<file path="config.mk">
export PLATFORM = sky130hd
export DESIGN_NAME = div_share_arb
export DESIGN_NICKNAME = d
export VERILOG_FILES = /design/src/rtl/div_share_arb.sv
export SDC_FILE = /design/constraint.sdc
export NUM_CORES = 1
export LEC_CHECK = 0
export CELL_PAD_IN_SITES_DETAIL_PLACEMENT = 1
export CELL_PAD_IN_SITES_GLOBAL_PLACEMENT = 1
export CORE_MARGIN = 4
export CORE_UTILIZATION = 32
export CTS_BUF_LIST = sky130_fd_sc_hd__clkbuf_4 sky130_fd_sc_hd__clkbuf_8 sky130_fd_sc_hd__clkbuf_16
export CTS_CLUSTER_SIZE = 20
export DETAILED_ROUTE_END_ITERATION = 8
export GPL_ROUTABILITY_DRIVEN = 0
export PLACE_DENSITY_LB_ADDON = 0.1
export SYNTH_ARGS = -nofsm -noshare
export SYNTH_HDL_FRONTEND = slang
export SYNTH_SLANG_ARGS = --single-unit
</file>
<file path="constraint.sdc">
create_clock -name clk -period 8.87 [get_ports clk]
set_input_delay 1.3305 -clock clk [delete_from_list [all_inputs] [get_ports clk]]
set_output_delay 1.3305 -clock clk [all_outputs]
set_load 0.01 [all_outputs]
</file>
<file path="src/rtl/div_share_arb.sv">
// Shares one pipelined divider among NREQ requesters: round-robin issue,
// tag FIFO to route each quotient back, post-reset drain of stale results.
module div_share_arb #(
   parameter int NREQ    = 3,
   parameter int DEPTH   = 8,
   parameter int DIV_LAT = 7
) (
   input  logic                     clk,
   input  logic                     rst,
   input  logic [NREQ-1:0]          req_valid,
   output logic [NREQ-1:0]          req_ready,
   input  logic [NREQ*48-1:0]       req_n,
   input  logic [NREQ*48-1:0]       req_d,
   output logic                     div_sync_in,
   output logic signed [47:0]       div_n,
   output logic signed [47:0]       div_d,
   input  logic                     div_sync_out,
   input  logic signed [17:0]       div_q,
   output logic [NREQ-1:0]          rsp_valid,
   output logic signed [17:0]       rsp_q,
   output logic                     busy,
   output logic                     err
);

   localparam int IW = (NREQ > 1) ? $clog2(NREQ) : 1;
   localparam int PW = (DEPTH > 1) ? $clog2(DEPTH) : 1;
   localparam int CW = $clog2(DEPTH + 1);
   localparam int DW = (DIV_LAT > 0) ? $clog2(DIV_LAT + 1) : 1;

   logic [IW-1:0]         ptr;
   logic [IW-1:0]         gnt_idx_p0;
   logic                  gnt_found_p0;
   logic                  can_accept;
   logic                  issue_p0;
   logic                  drained;
   logic                  pop;
   logic                  spurious;
   logic [CW-1:0]         count;
   logic [PW-1:0]         wr_ptr;
   logic [PW-1:0]         rd_ptr;
   logic [DW-1:0]         drain;
   logic [IW-1:0]         head_tag;
   logic [NREQ-1:0]       rsp_onehot;
   logic signed [47:0]    sel_n_p0;
   logic signed [47:0]    sel_d_p0;
   logic [IW-1:0]         tag_mem [DEPTH];

   // Requester index base+off, wrapped modulo NREQ.
   function automatic logic [IW-1:0] rr_idx(input logic [IW-1:0] base, input int off);
      int s;
      s = int'(base) + off;
      if (s >= NREQ) s = s - NREQ;
      return IW'(s);
   endfunction

   // ---- stage p0: round-robin grant and operand select ----
   always_comb begin
      gnt_found_p0 = 1'b0;
      gnt_idx_p0   = '0;
      for (int k = 0; k < NREQ; k++) begin
         if (!gnt_found_p0 && req_valid[rr_idx(ptr, k)]) begin
            gnt_found_p0 = 1'b1;
            gnt_idx_p0   = rr_idx(ptr, k);
         end
      end
   end

   always_comb begin
      sel_n_p0 = '0;
      sel_d_p0 = '0;
      for (int k = 0; k < NREQ; k++) begin
         if (IW'(k) == gnt_idx_p0) begin
            sel_n_p0 = req_n[k*48 +: 48];
            sel_d_p0 = req_d[k*48 +: 48];
         end
      end
   end

   assign drained    = (drain == '0);
   // A pop in the same cycle does not free a slot for this cycle's request.
   assign can_accept = (count < CW'(DEPTH)) && drained;
   assign issue_p0   = gnt_found_p0 && can_accept;

   always_comb begin
      req_ready = '0;
      if (issue_p0) req_ready[gnt_idx_p0] = 1'b1;
   end

   assign pop      = div_sync_out && (count != '0) && drained;
   assign spurious = div_sync_out && (count == '0) && drained;
   assign head_tag = tag_mem[rd_ptr];

   always_comb begin
      rsp_onehot = '0;
      for (int k = 0; k < NREQ; k++) begin
         if (IW'(k) == head_tag) rsp_onehot[k] = 1'b1;
      end
   end

   always_ff @(posedge clk or negedge rst) begin
      if (!rst) begin
         ptr    <= '0;
         count  <= '0;
         wr_ptr <= '0;
         rd_ptr <= '0;
         drain  <= DW'(DIV_LAT);
         err    <= 1'b0;
      end else begin
         if (!drained) drain <= drain - 1'b1;
         if (issue_p0) begin
            ptr    <= rr_idx(gnt_idx_p0, 1);
            wr_ptr <= wr_ptr + 1'b1;
         end
         if (pop) rd_ptr <= rd_ptr + 1'b1;
         case ({issue_p0, pop})
            2'b10:   count <= count + 1'b1;
            2'b01:   count <= count - 1'b1;
            default: count <= count;
         endcase
         if (spurious) err <= 1'b1;
      end
   end

   always_ff @(posedge clk) begin
      if (issue_p0) tag_mem[wr_ptr] <= gnt_idx_p0;
   end

   // ---- stage p1: registered divider issue ----
   always_ff @(posedge clk or negedge rst) begin
      if (!rst) begin
         div_sync_in <= 1'b0;
         div_n       <= '0;
         div_d       <= '0;
      end else begin
         div_sync_in <= issue_p0;
         if (issue_p0) begin
            div_n <= sel_n_p0;
            div_d <= sel_d_p0;
         end
      end
   end

   // ---- response stage: tagged quotient back to its requester ----
   always_ff @(posedge clk or negedge rst) begin
      if (!rst) begin
         rsp_valid <= '0;
         rsp_q     <= '0;
      end else begin
         rsp_valid <= pop ? rsp_onehot : '0;
         if (pop) rsp_q <= div_q;
      end
   end

   assign busy = (count != '0) | div_sync_in;

endmodule
</file>
==> results.json <==
{
  "hold_viol": 0,
  "worstPathRequired_ns": 7.54,
  "grt_pass1_vias": 8139,
  "numCtsBuffers": 17,
  "crit_path_start_kind": "primary input",
  "synthCells": 819,
  "cts.sinks": 150,
  "holdBufCountCts": 0,
  "outcome": "complete, no violations",
  "drv_cap": 0,
  "cts.reportedPaths.clkPinSlew_ns": 0.08,
  "clk_latency_ns": 0.43,
  "dpl.hpwl_um": 24400,
  "drt_first_iter_violations": 301,
  "power.internal_uw": 3110,
  "finClkSkew_ns": 0.0157,
  "p_per_area_mw_per_mm2": 376,
  "p_sw_uw": 2070,
  "synthFlopType": "dfrtp_1",
  "power_leakage_uw": 0.00578,
  "drt_pre_antenna_iters": 5,
  "routed_via_density": 4.97,
  "drive_gt1_share_pct": 14.3,
  "syn_to_final_growth_pct": 58.9,
  "syn_avg_cell_area_um2": 10.6,
  "chipHeight_um": 173,
  "relSlewSlack_pct": 20.9,
  "pwr-share-clk_pct": 14.1,
  "start_util_pct": 32.4,
  "grt-ovfl-total": 0,
  "wirelength_um": 32600,
  "htreeDepth": 4,
  "tightest_slew_ns": 1.19,
  "holdCritPathClass": "reg -> reg",
  "ir_worst_vdd_mv": 0.250,
  "cts_tree": "yes",
  "ys_seq_elements": 150,
  "fin_crit_ns": 6.50,
  "sw_frac_of_total_pct": 40.0,
  "max_freq_mhz": 154,
  "vias": 7772,
  "antenna_found_initial": 7,
  "finalSetupViolCount": 0,
  "seqPwrFrac_pct": 23.0,
  "synth_seq_area_share_pct": 44.2,
  "core-area_mm2": 0.0268,
  "synth_area_mm2": 0.00868,
  "die_width_um": 173,
  "final_nets": 1533,
  "synthDistinctLibCells": 48,
  "maxSlewViolCount": 0,
  "min_period_over_period_pct": 73.3,
  "drc": 0,
  "final_common_cell": "clkdlybuf4s50_1",
  "synth_fp_nets": 1145,
  "synth_edf_count": 16,
  "cts_root_buffer": "clkbuf_16",
  "power.total_uw": 5180,
  "arrival_ns": 5.17,
  "ios": 435,
  "end_kind": "output port",
  "ctsResizeCount": 0,
  "layout_common_cells": "clkdlybuf4s50_1, dfrtp_1, nand2_1, o21ai_0",
  "cp_max_fo": 86,
  "setup_tns_ns": 0,
  "dieArea_mm2": 0.0298,
  "synth_warnings": 0,
  "async_reset_ff_share_pct": 89.3,
  "grt_start_max_net_pins": 111,
  "wire_per_inst_um": 20.8,
  "ant_nets": 0,
  "crit_type": "in -> out",
  "cts.path.max_buffers": 2,
  "port-buffer-count": 434,
  "rows": 60,
  "grt_usage_pct": 21.1,
  "grt_first_pass_wirelength_um": 49100,
  "post_cts_buffers": 0,
  "rsz0062_at_grt": "false",
  "pwr-share-comb_pct": 62.9
}
[routing by layer]
metal	vias to the layer above	track usage (%)	wire (um)
li1	3717	-	-
met1	3756	23.3	12600
met2	259	38.0	16800
met3	34	7.94	2580
met4	6	5.92	579
met5	-	0	40
[sequential cells by signal (all words and copies together), names as in the netlist]
signal and cells:
drain 3, rsp_q 18, err 1, wr_ptr 3, rd_ptr 3, div_sync_in 1
tag_mem 16, ptr 2, count 4, rsp_valid 3, div_n 48, div_d 48
[Yosys cell counts (2+ instances only)]
| cell type | instances | area share, % |
|---|---|---|
| ha_1 | 14 | 2.0 |
| clkbuf_1 | 56 | 2.4 |
| xor2_1 | 5 | 0.50 |
| o21ai_0 | 99 | 5.7 |
| nor2b_1 | 4 | 0.29 |
| a22oi_1 | 2 | 0.17 |
| dfstp_2 | 3 | 0.91 |
| buf_6 | 7 | 0.91 |
| and3b_1 | 95 | 9.6 |
| and4b_1 | 2 | 0.23 |
| mux2_2 | 67 | 8.7 |
| mux4_2 | 4 | 1.0 |
| inv_1 | 7 | 0.30 |
| a211oi_1 | 2 | 0.17 |
| nand2_1 | 102 | 4.4 |
| and2_1 | 3 | 0.22 |
| dfrtp_1 | 131 | 38 |
| nor3_1 | 2 | 0.12 |
| nor2_1 | 7 | 0.30 |
| edfxtp_1 | 16 | 5.5 |
| buf_1 | 3 | 0.13 |
| mux2_4 | 54 | 9.3 |
| mux2i_1 | 4 | 0.46 |
| nor4b_1 | 3 | 0.30 |
| a21oi_1 | 95 | 5.5 |
| nor3b_1 | 2 | 0.17 |
| xnor2_1 | 5 | 0.50 |
| buf_2 | 4 | 0.23 |
| nor4_1 | 2 | 0.14 |
[path summary, 6_finish.rpt]
check	from	endpoint	slack, ns	depth (start not counted)
min reg2reg	err	err	0.47	1
max	req_valid[2]	req_ready[2]	2.37	8
min in group asynchronous	rst	err	0.89	1
max in group asynchronous	rst	div_n[6]	6.62	2
max reg2reg	ptr[0]	div_d[27]	3.95	10
min	err	err	0.47	1
[worst max-delay path: stages]
cell             delay, ns
clkdlybuf4s50_1       0.54
mux2i_1               0.14
o21ai_0               0.52
nor2_1                0.12
a221oi_1              0.96
ha_4                  0.78
and2_1                0.23
clkdlybuf4s50_1       0.54
[logic make-up after synthesis]
family | count (synthesis) | share of synthesized area [%]
AO/OA/AOI/OAI | 209 | 12.9
XOR/XNOR | 10 | 1.01
adder cells (fa/ha/maj) | 14 | 2.02
buffers and inverters | 78 | 4.03
flip-flops | 150 | 44.2
multiplexers | 129 | 19.5
AND/OR/NAND/NOR | 229 | 16.4
[through the flow]
step | util (%) | area (um2) | setup WS (ns) | hold WS [ns] | std cells
final | 51.5 | 13800 | 2.37 | 0.465 | 1565
after global routing | 51.5 | 13800 | 1.98 | 0.485 | 1565
after CTS | 51.4 | 13800 | 2.30 | 0.473 | 1561
after detailed placement | 49.3 | 13200 | 2.30 | 0.454 | 1529
after global placement | 49.3 | 13200 | 2.50 | 0.449 | 1529
after floorplan | - | 8680 | 3.91 | 0.461 | 819
[power by group through the flow]
stage          combinational [uW]  sequential, uW  clock (uW)
2_1_floorplan                2110            1270           0
3_3_place_gp                 3250            1190           0
3_5_place_dp                 3310            1200           0
4_1_cts                      3330            1200         749
5_1_grt                      3590            1230         786
6_report                     3260            1190         728
[cell type report]
type	count	area, um2
Tap cell	341	427
Clock buffer	18	439
Timing Repair Buffer	439	4380
Sequential cell	150	3840
Clock inverter	14	145
Inverter	8	32.5
Multi-Input combinational cell	591	4520
Antenna cell	4	10.0
Fill cell	2890	13000
No activity file was read; power rests on OpenSTA's default activity.
